==> src/rtl/red_pitaya_sys_master.sv <==
// Single-outstanding system-bus initiator: valid/ready request in, one strobe on sys_*,
// one response out, with a saturating WAIT-cycle timeout so a silent bus cannot hang it.
module red_pitaya_sys_master #(
   parameter int unsigned TIMEOUT = 255
) (
   input  logic        clk_i,
   input  logic        rstn_i,
   input  logic        req_valid_i,
   output logic        req_ready_o,
   input  logic        req_write_i,
   input  logic [31:0] req_addr_i,
   input  logic [31:0] req_wdata_i,
   input  logic [3:0]  req_sel_i,
   output logic        rsp_valid_o,
   input  logic        rsp_ready_i,
   output logic [31:0] rsp_rdata_o,
   output logic        rsp_err_o,
   output logic        rsp_timeout_o,
   output logic        busy_o,
   output logic [31:0] sys_addr,
   output logic [31:0] sys_wdata,
   output logic [3:0]  sys_sel,
   output logic        sys_wen,
   output logic        sys_ren,
   input  logic [31:0] sys_rdata,
   input  logic        sys_err,
   input  logic        sys_ack
);

   localparam logic [1:0] IDLE = 2'd0;
   localparam logic [1:0] STRB = 2'd1;
   localparam logic [1:0] WAIT = 2'd2;
   localparam logic [1:0] RESP = 2'd3;

   localparam logic [16:0] TimeoutLim = 17'(TIMEOUT);

   logic [1:0]  state_q, state_d;
   logic [15:0] cnt_q;
   logic        wr_q;
   logic        done, tmo;

   // Counter value for this WAIT cycle is cnt_q+1; an ack on that same cycle wins.
   always_comb begin
      done = (state_q == WAIT) && (sys_ack || sys_err);
      tmo  = (state_q == WAIT) && !done && (({1'b0, cnt_q} + 17'd1) >= TimeoutLim);
   end

   always_comb begin
      state_d = state_q;
      case (state_q)
         IDLE:    if (req_valid_i) state_d = STRB;
         STRB:    state_d = WAIT;
         WAIT:    if (done || tmo) state_d = RESP;
         RESP:    if (rsp_ready_i) state_d = IDLE;
         default: state_d = IDLE;
      endcase
   end

   // Held low while reset is asserted so every output reads 0 during reset.
   assign req_ready_o = rstn_i && (state_q == IDLE);

   always_ff @(posedge clk_i) begin
      if (!rstn_i) begin
         state_q       <= IDLE;
         cnt_q         <= '0;
         wr_q          <= 1'b0;
         busy_o        <= 1'b0;
         sys_addr      <= '0;
         sys_wdata     <= '0;
         sys_sel       <= '0;
         sys_wen       <= 1'b0;
         sys_ren       <= 1'b0;
         rsp_valid_o   <= 1'b0;
         rsp_rdata_o   <= '0;
         rsp_err_o     <= 1'b0;
         rsp_timeout_o <= 1'b0;
      end else begin
         state_q <= state_d;
         busy_o  <= (state_d != IDLE);
         sys_wen <= 1'b0;
         sys_ren <= 1'b0;
         case (state_q)
            IDLE: begin
               if (req_valid_i) begin
                  wr_q      <= req_write_i;
                  sys_addr  <= req_addr_i;
                  sys_wdata <= req_wdata_i;
                  sys_sel   <= req_sel_i;
                  sys_wen   <= req_write_i;
                  sys_ren   <= !req_write_i;
               end
            end
            STRB: cnt_q <= '0;
            WAIT: begin
               if (cnt_q != 16'hFFFF) cnt_q <= cnt_q + 16'd1;
               if (done) begin
                  rsp_valid_o   <= 1'b1;
                  rsp_err_o     <= sys_err;
                  rsp_timeout_o <= 1'b0;
                  rsp_rdata_o   <= wr_q ? 32'd0 : sys_rdata;
               end else if (tmo) begin
                  rsp_valid_o   <= 1'b1;
                  rsp_err_o     <= 1'b1;
                  rsp_timeout_o <= 1'b1;
                  rsp_rdata_o   <= 32'd0;
               end
            end
            RESP: if (rsp_ready_i) rsp_valid_o <= 1'b0;
            default: ;
         endcase
      end
   end

endmodule

==> config.mk <==
export PLATFORM = sky130hd
export DESIGN_NAME = red_pitaya_sys_master
export DESIGN_NICKNAME = d
export VERILOG_FILES = /design/src/rtl/red_pitaya_sys_master.sv
export SDC_FILE = /design/constraint.sdc
export NUM_CORES = 1
export LEC_CHECK = 0
export CAP_MARGIN = 20
export CORE_ASPECT_RATIO = 0.75
export CORE_UTILIZATION = 40
export DETAILED_ROUTE_END_ITERATION = 8
export DONT_BUFFER_PORTS = 1
export GPL_ROUTABILITY_DRIVEN = 0
export PLACE_DENSITY = 0.55
export SETUP_SLACK_MARGIN = 0.1
export SLEW_MARGIN = 20
export SYNTH_ARGS = -nofsm -noshare
export SYNTH_HDL_FRONTEND = slang
export SYNTH_SLANG_ARGS = --single-unit
==> constraint.sdc <==
create_clock -name clk_i -period 5 [get_ports clk_i]
set_input_delay 0.5 -clock clk_i [delete_from_list [all_inputs] [get_ports clk_i]]
set_output_delay 0.5 -clock clk_i [all_outputs]
set_load 0.005 [all_outputs]
== Word level (Yosys, flattened, before mapping) ==
Cells that the tools add are included.

* Add/subtract/negate cells: 2
* Order comparisons: 1
* Equal/unequal tests: 7
* Muxes and demuxes: 15
* Reductions and logical operators: 18

{| class="wikitable"
|+ Operator list
! operator !! count
|-
| $mux W32 || 3
|-
| $pmux W16 S2 || 1
|-
| $add A16 B1 Y17 const B || 1
|-
| $ge A17 B8 Y1 const B || 1
|-
| $add A16 B1 Y16 const B || 1
|-
| $mux W16 || 1
|-
| $ne A16 B16 Y1 const B || 1
|-
| $pmux W2 S4 || 1
|-
| $reduce_bool A2 Y1 || 4
|-
| $mux W2 || 3
|-
| $reduce_and A2 Y1 || 3
|-
| $reduce_and A3 Y1 || 2
|-
| $mux W1 || 5
|-
| $eq A2 B2 Y1 const B || 2
|-
| $logic_and A1 B1 Y1 || 4
|-
| $ne A3 B3 Y1 const B || 1
|-
| $eq A2 B1 Y1 const B || 1
|-
| $logic_not A1 Y1 || 2
|-
| $logic_not A2 Y1 || 1
|-
| $logic_or A1 B1 Y1 || 2
|-
| $ne A2 B1 Y1 const B || 1
|-
| $ne A2 B2 Y1 const B || 1
|-
| $pmux W1 S2 || 1
|}

* Flip-flop bits (word level): 125
* Output and inout port bits: 107
* Word-level logic and storage cells: 56

== Longest topological paths before layout ==
Gate-level depths: netlist (run 1).

* Word-level depth: 9
* Depth in mapped cells: 8
* Mapped depth without buffers: 7

== Least setup slack after synthesis (run 1) ==
No wires, ideal clock.

* Path type: register to register
* Start: register cnt_q[0]
* End: register rsp_err_o
* Arrival time: 2.386 ns
* Data required time: 4.928 ns
* Slack: 2.542 ns
* Cell stages (with the launch flop): 9
* Clock period less this slack: 2.458 ns
* Path through: dfxtp_1 -> ha_1 -> nand3_4 -> or4_4 -> a21boi_2 -> o211ai_2 -> o41ai_4 -> buf_6 -> mux2i_1

* Word-level cells in the longest chain between the ends: 5

{| class="wikitable"
|+ RTL lines
! item !! RTL line !! RTL
|-
| start, declared || 38 || <nowiki>logic [15:0] cnt_q;</nowiki>
|-
| start signal, assigned || 95 || <nowiki>if (cnt_q != 16'hFFFF) cnt_q <= cnt_q + 16'd1;</nowiki>
|-
| $add A16 B1 Y17 || 45 || <nowiki>tmo = (state_q == WAIT) && !done && (({1'b0, cnt_q} + 17'd1) >= TimeoutLim);</nowiki>
|-
| $ge A17 B8 Y1 || 45 ||
|-
| $logic_and A1 B1 Y1 || 45 ||
|-
| $reduce_bool A2 Y1 (no source line) || n/a ||
|-
| $reduce_and A2 Y1 (no source line) || n/a ||
|-
| end signal, assigned || 98 || <nowiki>rsp_err_o <= sys_err;</nowiki>
|-
| end, declared || 17 || <nowiki>output logic rsp_err_o,</nowiki>
|}

No other way between the ends.
A chain may end at the register's enable or synchronous reset.

== Worst setup path in the final report (run 1) ==
* Start: register cnt_q[0]
* End: register rsp_timeout_o

* Word-level cells in the longest chain between the ends: 5

{| class="wikitable"
|+ RTL lines
! item !! RTL line !! RTL
|-
| $add A16 B1 Y17 || 45 ||
|-
| $ge A17 B8 Y1 || 45 ||
|-
| $logic_and A1 B1 Y1 || 45 ||
|-
| $reduce_bool A2 Y1 (no source line) || n/a ||
|-
| $reduce_and A2 Y1 (no source line) || n/a ||
|-
| end signal, assigned || 76 || <nowiki>rsp_timeout_o <= 1'b0;</nowiki>
|-
| end signal, assigned || 99 || <nowiki>rsp_timeout_o <= 1'b0;</nowiki>
|-
| end signal, assigned || 104 || <nowiki>rsp_timeout_o <= 1'b1;</nowiki>
|-
| end, declared || 18 || <nowiki>output logic rsp_timeout_o,</nowiki>
|}

No other way between the ends.

==> results of run 1 <==
logic make-up (layout without fill, tap and decap cells):
group | count (synthesis) | in the layout | synth area share
adder cells (fa/ha/maj) | 2 | 2 | 0.00522
flip-flops | 125 | 125 | 0.522
AO/OA/AOI/OAI | 150 | 150 | 0.205
AND/OR/NAND/NOR | 224 | 224 | 0.203
buffers and inverters | 51 | 43 | 0.0449
multiplexers | 3 | 3 | 0.00627
XOR/XNOR | 7 | 7 | 0.0128
layout by cell type (no fill, tap or decap), drive strengths merged:
cell	Yosys	layout
a311oi	1	1
mux2i	3	3
or3	5	5
nand3	10	10
or2	2	2
clkinvlp	0	1
nand4	4	4
nand2b	3	3
buf	3	6
a31oi	10	10
clkinv	0	4
nor2b	2	2
a32o	32	32
or4b	1	1
nand2	152	152
a2111oi	1	1
nand3b	1	1
a21oi	85	85
a21boi	1	1
nor4	1	1
nor3b	1	1
and3	2	2
o211ai	1	1
o21ai	16	16
xor2	3	3
xnor2	4	4
inv	5	8
bufinv	0	5
dfxtp	125	125
o31a	1	1
ha	2	2
clkbuf	43	19
nor2	23	23
o41ai	2	2
and2	2	2
nor3	13	13
or4	2	2
Yosys cell counts, drive strengths merged (3+ instances only):
| library cell | instances |
|---|---|
| nand2 | 152 |
| dfxtp | 125 |
| a21oi | 85 |
| clkbuf | 43 |
| a32o | 32 |
| nor2 | 23 |
| o21ai | 16 |
| nor3 | 13 |
| a31oi | 10 |
| nand3 | 10 |
| inv | 5 |
| or3 | 5 |
| nand4 | 4 |
| xnor2 | 4 |
| buf | 3 |
| mux2i | 3 |
| nand2b | 3 |
| xor2 | 3 |
routing by layer:
metal / global-route usage / vias up / routed length (um)
li1: - / 1910 / -
met1: 0.245 / 1829 / 5090
met2: 0.295 / 155 / 5440
met3: 0.0774 / 11 / 1110
met4: 0.0796 / 0 / 182
met5: 0 / - / 0
registers in the layout (all words and copies together) (netlist names):
signal and cells:
sys_ren 1, sys_wen 1, sys_addr 32, busy_o 1
sys_sel 4, sys_wdata 32, cnt_q 16, rsp_timeout_o 1
rsp_valid_o 1, rsp_rdata_o 32, state_q 2, rsp_err_o 1
wr_q 1
power breakdown:
part / total, mW / leakage, nW / switching (mW) / internal, mW
clock network: 1.32 / 0.312 / 0.436 / 0.889
logic: 0.180 / 0.628 / 0.120 / 0.0601
registers: 1.12 / 1.02 / 0.0585 / 1.06
final timing paths:
| path | endpoint | cells after the start | slack (ps) |
|---|---|---|---|
| worst max-delay path | rsp_timeout_o | 8 | 2320 |
| worst min register to register | wr_q | 2 | 470 |
| worst min-delay path | sys_ren | 1 | 190 |
| worst max register to register | rsp_timeout_o | 8 | 2320 |
worst register-to-register path, cell delays in order, from the launching register on:
cell and delay [ps]:
dfxtp_1 430, ha_1 310, nand3_4 160, or2_2 350
nor3_1 270, xor2_1 140, o41ai_4 320, buf_4 400
mux2i_1 240
final cells by class:
class / instances / area [um2]
timing repair buffer: 6 / 45.0
sequential: 125 / 2500
clock buffer: 19 / 433
fill: 1161 / 6120
inverter: 5 / 18.8
clock inverter: 13 / 211
tap: 162 / 203
multi-input combinational: 386 / 2080
through the flow:
step	cells	hold WS [ps]	power (mW)
floorplan	562	437	1.28
global placement	684	458	1.32
detailed placement	684	459	1.32
CTS	716	168	2.66
global route	716	158	2.75
finish	716	186	2.62
==> impl_results.md, run 1 <==
* Status: finished, final reports clean
* Worst Hold Class: in2reg
* GRT Overall Usage at 0.195
* Antenna violations before repair at 0
* Vias in the first global route at between 3000 and 4000
* Global-route wire length before repair at 19000 um
* Final WL at 11800 um
* VDD IR max at 0.279 mV
* Area delta synth->final at 14.7%
* TritonRoute pass-1 iters at 4
* CTS Hold Buffers Added at 0
* Critical path required time at 5320 ps
* Finished Cell Area at 0.00550 mm2
* CP peak stage delay at between 400 and 500 ps
* CTS Buf Count at 17
* DRC violations left at 0
* Yosys top cell area share at 0.522
* I/O pins at between 200 and 250
* Wirelength per Cell at between 15 and 20 um
* Final setup fails at 0
* RSZ-0062 raised after global routing: false
* Post-synthesis instance area at 0.00479 mm2
* Drt initial violations at approximately 250
* Worst clock skew at around 11 ps
* Leak pwr at around 2 nW
* Vias at 3905
* Port bufs at 0
* Crit-path cells: ha_1, nand3_4, or2_2, nor3_1, xor2_1, o41ai_4, buf_4, mux2i_1
* CTS tree: yes
* Row count at 34
* Core area at about 0.012 mm2
* Max cap viols at 0
* Fin. Hold Viols at 0
* Top cell family by delay on the critical path: simple AND/OR/NAND/NOR gates
* Fmax at approximately 0.37 GHz
* Dominant cell type by area after synthesis: dfxtp_1
* Asr flop ratio synth at 0
* Critical path origin: cnt_q[0]
* Die width at around 130 um
* Cell variety after synth at 41
* Largest net degree at the start of global routing at between 70 and 80
* Period utilization at 0.537
* Endpoint type of the worst setup path: flip-flop
* P per Cell Area at 477 mW/mm2
* Post-synth EDFFs at 0
* YS warnings at 0
* Post-Syn Instances at about 560
* Sequential fraction of the synthesis area at 0.522
* CP Launch Type: flip-flop
* Crit Path Class: reg2reg
* Final core occ at 0.473
* Ranking of synthesized cells by area: dfxtp_1, nand2_1, a21oi_1, a32o_1, clkbuf_1
* Starting Density at 0.413
* Share of cells above drive strength 1 at 0.0903
* Net count after synthesis at 671
* Die height at between 90 and 100 um
* Buf/Inv on CP at 1
* Crit path time final at between 2000 and 3000 ps
* Worst setup margin at around 2300 ps
* Max Buffers Root-to-Sink at 2
* Slew HR at 0.457
* Post-Place Setup Slack at approximately 2400 ps
* Routed vias/inst at 5.45
* Crit path max-delay cell type: dfxtp_1
* Final HPWL DP at roughly 8000 um
* GRT Residual Overflow at 0
* Worst EP arrival at around 3000 ps
* Slew Limit Fails at 0
* Worst hold path startpoint: req_write_i
* CTS H-tree lvls at 4
* #FFs+latches synth at 125
* Reg2reg start: cnt_q[0]
* Setup Buffers After CTS at 0
* Post-CTS Resized at 0
* Setup TNS Final at 0 ps
* Antenna cells at 0
* Primary FF master, synth: dfxtp_1
* Clock Latency Late Sink at 400 ps
* DP Area at approximately 0.0049 mm2
* Max Fanout on Critical Path at 36
* Clk slew on worst S/H paths at ~50 ps
* Worst-Margin Slew at just over 800 ps
* Mean Syn Cell Area at approximately 8.5 um2
* ANT nets after route at 0
* CTS root buffer: clkbuf_16
* Die area at 0.0124 mm2
* Clock sink total at roughly 130
* Post-layout nets at 650
No activity file was read; power rests on OpenSTA's default activity.
==> inputs of run 2 (changes only) <==
- ABC_AREA: not set -> 1
- PLACE_DENSITY: 0.55 -> 0.57
- clock period: 5 -> 2.4 ns (I/O delays scaled with it)
==> impl_results.md, run 2 <==
* Antenna violations before repair at 0
* TritonRoute pass-1 iters at 4
* Biggest regs: rsp_rdata_o: 32 flops, sys_addr: 32 flops, sys_wdata: 32 flops
* Max cap viols at 0
* Worst EP arrival at 2390 ps
* Clock sink total at between 100 and 150
* Power consumption at 5.43 mW
* Starting Density at 0.415
* Primary FF master, synth: dfxtp_1
* Adder-cell share of the synthesized area at 0.00486
* Net count after synthesis at ~860
* Share of cells above drive strength 1 at 0.0786
* Synth Area in XOR/XNOR at 0.00851
* Mean Syn Cell Area at around 6.9 um2
* Vias at around 4700
* DRC violations left at 0
* Setup TNS Final at 0 ps
* ANT nets after route at 0
* Status: finished, final reports clean
* RSZ-0062 raised after global routing: false
* Row count at 35
* Wirelength per Cell at 14.4 um
* Worst setup margin at 308 ps
* CTS H-tree lvls at 4
* I/O pins at approximately 210
* Commonest non-fill, non-tap cell in the layout: nor2_1
* #FFs+latches synth at 125
* Area delta synth->final at 20.4%
* Die width at between 100 and 150 um
* Ranking of synthesized cells by area: dfxtp_1, nor2_1, nand2_1, o21ai_0, a21oi_1
* Drt initial violations at roughly 210
* Port bufs at 0
* Clock Latency Late Sink at 410 ps
* GRT Residual Overflow at 0
* Post-synthesis instance area at 0.00514 mm2
* Slew Limit Fails at 0
* Final WL at ~14000 um
* Fin. Hold Viols at 0
* Count leader, synth: nor2_1
* CTS tree: yes
* Met2 GRT Util at 0.344
* Final setup fails at 0
* Slew HR at 0.602
* Routed vias/inst at approximately 5.0
* Die height at around 100 um
* Max Fanout on Critical Path at 30
* P per Cell Area at approximately 900 mW/mm2
* Post-synthesis mux area share at 0
* Critical path required time at approximately 2700 ps
* Post-Syn Instances at approximately 750
* Leak pwr at 2.59 nW
* Antenna cells at 0
* Core area at roughly 0.012 mm2
* Period utilization at 0.872
* Worst Hold Class: in2reg
* Post-synth EDFFs at 0
* Clk slew on worst S/H paths at roughly 60 ps
* Global-route wire length before repair at around 21000 um
* Vias in the first global route at between 4000 and 5000
* Main combinational cell family by area after synthesis: simple AND/OR/NAND/NOR gates
* Die area at between 0.01 and 0.015 mm2
* Area share of and/or/nand/nor cells after synthesis at 0.315
* Post-Place Setup Slack at 198 ps
* CP Launch Type: flip-flop
* Worst clock skew at 9.51 ps
* Cell variety after synth at 25
* Asr flop ratio synth at 0
* Worst-Margin Slew at about 600 ps
* Final core occ at 0.500
* VDD IR max at around 0.50 mV
* Endpoint type of the worst setup path: flip-flop
* Met1 Track Usage GR at 0.226
* CTS root buffer: clkbuf_16
* Post-layout nets at ~870
* Yosys top cell area share at 0.486
* Sequential fraction of the synthesis area at 0.486
* Largest net degree at the start of global routing at 106
* YS warnings at 0
* Crit Path Class: reg2reg
* Max Buffers Root-to-Sink at 2
* GRT Overall Usage at 0.203
* Compound-gate portion of the synthesized area at 0.111
* Met3 GRT Util at 0.0818
* Commonest cells after routing, fill and taps aside: nor2_1, nand2_1, dfxtp_1
* Top post-synthesis cells by count: nor2_1, nand2_1, dfxtp_1
* Crit path time final at 2090 ps
* CTS Buf Count at 17
* Most Crowded Layer GR: met2
* Fmax at 0.478 GHz
* Final HPWL DP at between 9000 and 10000 um
* Dominant cell type by area after synthesis: dfxtp_1
[run 2: layout make-up]
class,instances,area [um2]
Fill cell,1203,6200
Sequential cell,125,2510
Multi-Input combinational cell,527,2290
Clock buffer,19,443
Timing Repair Buffer,42,440
Tap cell,166,208
Inverter,51,191
Clock inverter,12,114
[run 2: path summary, 6_finish.rpt]
check                              startpoint           to  slack, ps  depth (start not counted)
worst max-delay path                 cnt_q[0]   state_q[0]        310                         14
worst min-delay path            req_addr_i[3]  sys_addr[3]          9                          2
worst max register to register       cnt_q[0]   state_q[0]        310                         14
worst min register to register      cnt_q[15]    cnt_q[15]        480                          2
[run 2: cells by family after synthesis]
| family | Yosys count |
|---|---|
| fa+ha+maj | 2 |
| flops | 125 |
| compound gates | 113 |
| simple gates | 407 |
| buf+inv | 94 |
| xor+xnor | 5 |
[run 2: where the power goes]
part           internal [mW]  switching [mW]  total, mW
Sequential              2.27           0.164       2.43
Clock                   1.45           0.949       2.40
Combinational          0.221           0.370      0.591
Total                   3.94            1.48       5.43
[run 2: critical path: stages (launching register included)]
cell and delay (ps):
dfxtp_2 390, inv_1 90, nor2_2 230, nand2_2 120, nor2_2 120, nand2_1 70
nand2_1 90, nand3_1 130, nor2_2 140, nand3_2 90, nand2_1 120, buf_12 180
nand2_1 70, nand2_1 80, inv_1 50
[run 2: layer usage]
layer	wire (um)	part of all wire
met2	6650	0.49
met4	291	0.022
met5	0	0
met1	5530	0.41
met3	1060	0.078
[run 2: per-stage QoR]
stage	cells	area, um2	hold WS, ps
2_1_floorplan	746	5140	312
3_3_place_gp	877	5250	314
3_5_place_dp	877	5250	316
4_1_cts	941	6160	0.0352
5_1_grt	942	6190	1.17
6_report	942	6190	9.21
[run 2: what timing repair did]
item,4_1_cts,5_1_grt
buffers inserted,0,1
endpoints found under the setup margin,0,43
gates resized for setup,0,9
hold buffers,33,0
hold endpoints to repair,108,0
==> inputs of run 3 (changes only) <==
- CORE_MARGIN: not set -> 5
==> impl_results.md, run 3 (same netlist as run 2, synthesis figures left out) <==
* Clock sink total at 125
* Final HPWL DP at 9760 um
* Period utilization at 0.865
* Worst EP arrival at ~2400 ps
* Fmax at ~0.48 GHz
* Crit path time final at approximately 2100 ps
* Global-route wire length before repair at approximately 23000 um
* CTS tree: yes
* Crit path max-delay cell type: dfxtp_2
* Buf/Inv on CP at 2
* Vias in the first global route at 4482
* CTS root buffer: clkbuf_16
* CTS H-tree lvls at 4
* Slew Limit Fails at 0
* VDD IR max at between 0.4 and 0.5 mV
* CTS Buf Count at 17
* DRC violations left at 0
* Drt initial violations at 345
* Max Fanout on Critical Path at 15
* Port bufs at 0
* Fin. Hold Viols at 1
* Setup TNS Final at 0 ps
* Leak pwr at approximately 2.6 nW
* Largest net degree at the start of global routing at between 100 and 150
* Worst clock skew at roughly 14 ps
* I/O pins at about 210
* GRT Residual Overflow at 0
* Die width at 141 um
* Most common cell on crit path: nand2_1
* Crit Path Class: reg2reg
* CP peak stage delay at 390 ps
* Max Buffers Root-to-Sink at 2
* GRT Overall Usage at 0.185
* TritonRoute pass-1 iters at 4
* Endpoint type of the worst setup path: flip-flop
* Max cap viols at 0
* Status: finished with violations
* Slew HR at 0.621
* Commonest cells after routing, fill and taps aside: nor2_1, nand2_1, dfxtp_1
* Wirelength per Cell at around 15 um
* Failing checks: negative hold slack
* Worst Hold Class: in2reg
* Setup Buffers After CTS at 0
* Commonest non-fill, non-tap cell in the layout: nor2_1
* Top cell family by delay on the critical path: simple AND/OR/NAND/NOR gates
* Core area at 0.0124 mm2
* Post-layout nets at 880
* Final WL at about 14000 um
* Power consumption at roughly 5.5 mW
* Routed vias/inst at around 5.0
* Crit-path cells: ha_4, nand3_2, inv_2, nand2_1, nand2_1, nand3_1, nor2_1, nand2_1, nor2_2, nand3_2, nand2_2, buf_12, nand2_1, nand2_1, nand2_1
* P per Cell Area at 877 mW/mm2
* Worst-Margin Slew at ~570 ps
* Die height at 108 um
* Critical path required time at between 2000 and 3000 ps
* Final setup fails at 0
* Share of cells above drive strength 1 at 0.0741
* Antenna cells at 0
* Starting Density at 0.414
* Biggest regs: rsp_rdata_o: 32 flops, sys_addr: 32 flops, sys_wdata: 32 flops
* Antenna violations before repair at 0
* Row count at 35
* RSZ-0062 raised after global routing: false
* Number of fillers in the final layout at roughly 1200
* Die area at roughly 0.015 mm2
* Vias at 4698
* ANT nets after route at 0
* Hold slack at -14.9 ps
* Clk slew on worst S/H paths at 50 ps
* Area delta synth->final at 22.6%
* CP Launch Type: flip-flop
* Clock Latency Late Sink at 410 ps
run 3: worst paths after layout:
kind / start / endpoint / depth (start not counted) / slack [ps]
setup reg to reg: cnt_q[0] / busy_o / 15 / 320
hold / removal: rstn_i / sys_wdata[5] / 2 / -10
hold reg to reg: cnt_q[15] / cnt_q[15] / 2 / 480
setup / recovery: cnt_q[0] / busy_o / 15 / 320
run 3: worst reg2reg max path, stage by stage, from the launching register on:
cell	delay (ps)
dfxtp_2	390
ha_4	190
nand3_2	130
inv_2	120
nand2_1	80
nand2_1	120
nand3_1	80
nor2_1	110
nand2_1	70
nor2_2	90
nand3_2	110
nand2_2	150
buf_12	160
nand2_1	60
nand2_1	70
nand2_1	60
run 3: report_power, final:
| group | total (mW) | switching (mW) | internal [mW] |
|---|---|---|---|
| Clock | 2.48 | 0.906 | 1.58 |
| Combinational | 0.612 | 0.372 | 0.240 |
| Sequential | 2.44 | 0.168 | 2.27 |
| Total | 5.53 | 1.45 | 4.09 |
run 3: cell type report:
class | count | area, um2 | area share
sequential | 125 | 2500 | 0.397
tap | 166 | 208 | 0.0329
timing repair buffer | 49 | 541 | 0.0857
clock inverter | 10 | 115 | 0.0183
multi-input combinational | 527 | 2280 | 0.362
inverter | 51 | 191 | 0.0304
clock buffer | 21 | 460 | 0.0730
run 3: timing repair:
item,4_1_cts,5_1_grt
gates resized for setup,0,6
hold buffers,40,0
hold endpoints to repair,104,0
setup endpoints to repair,0,47
run 3: stage by stage:
stage | utilization | setup WS, ps | instance area [um2] | instances
after floorplan | - | 455 | 5140 | 746
after global placement | 0.423 | 282 | 5260 | 877
after detailed placement | 0.423 | 146 | 5260 | 877
after CTS | 0.503 | 120 | 6260 | 948
after global routing | 0.507 | 112 | 6300 | 949
final | 0.507 | 323 | 6300 | 949
run 3: layer usage:
| layer | vias up | part of all wire | track usage |
|---|---|---|---|
| met1 | 2152 | 0.41 | 0.211 |
| met5 | - | 0 | 0 |
| li1 | 2384 | - | - |
| met4 | 0 | 0.016 | 0.0629 |
| met2 | 144 | 0.50 | 0.318 |
| met3 | 18 | 0.076 | 0.0725 |
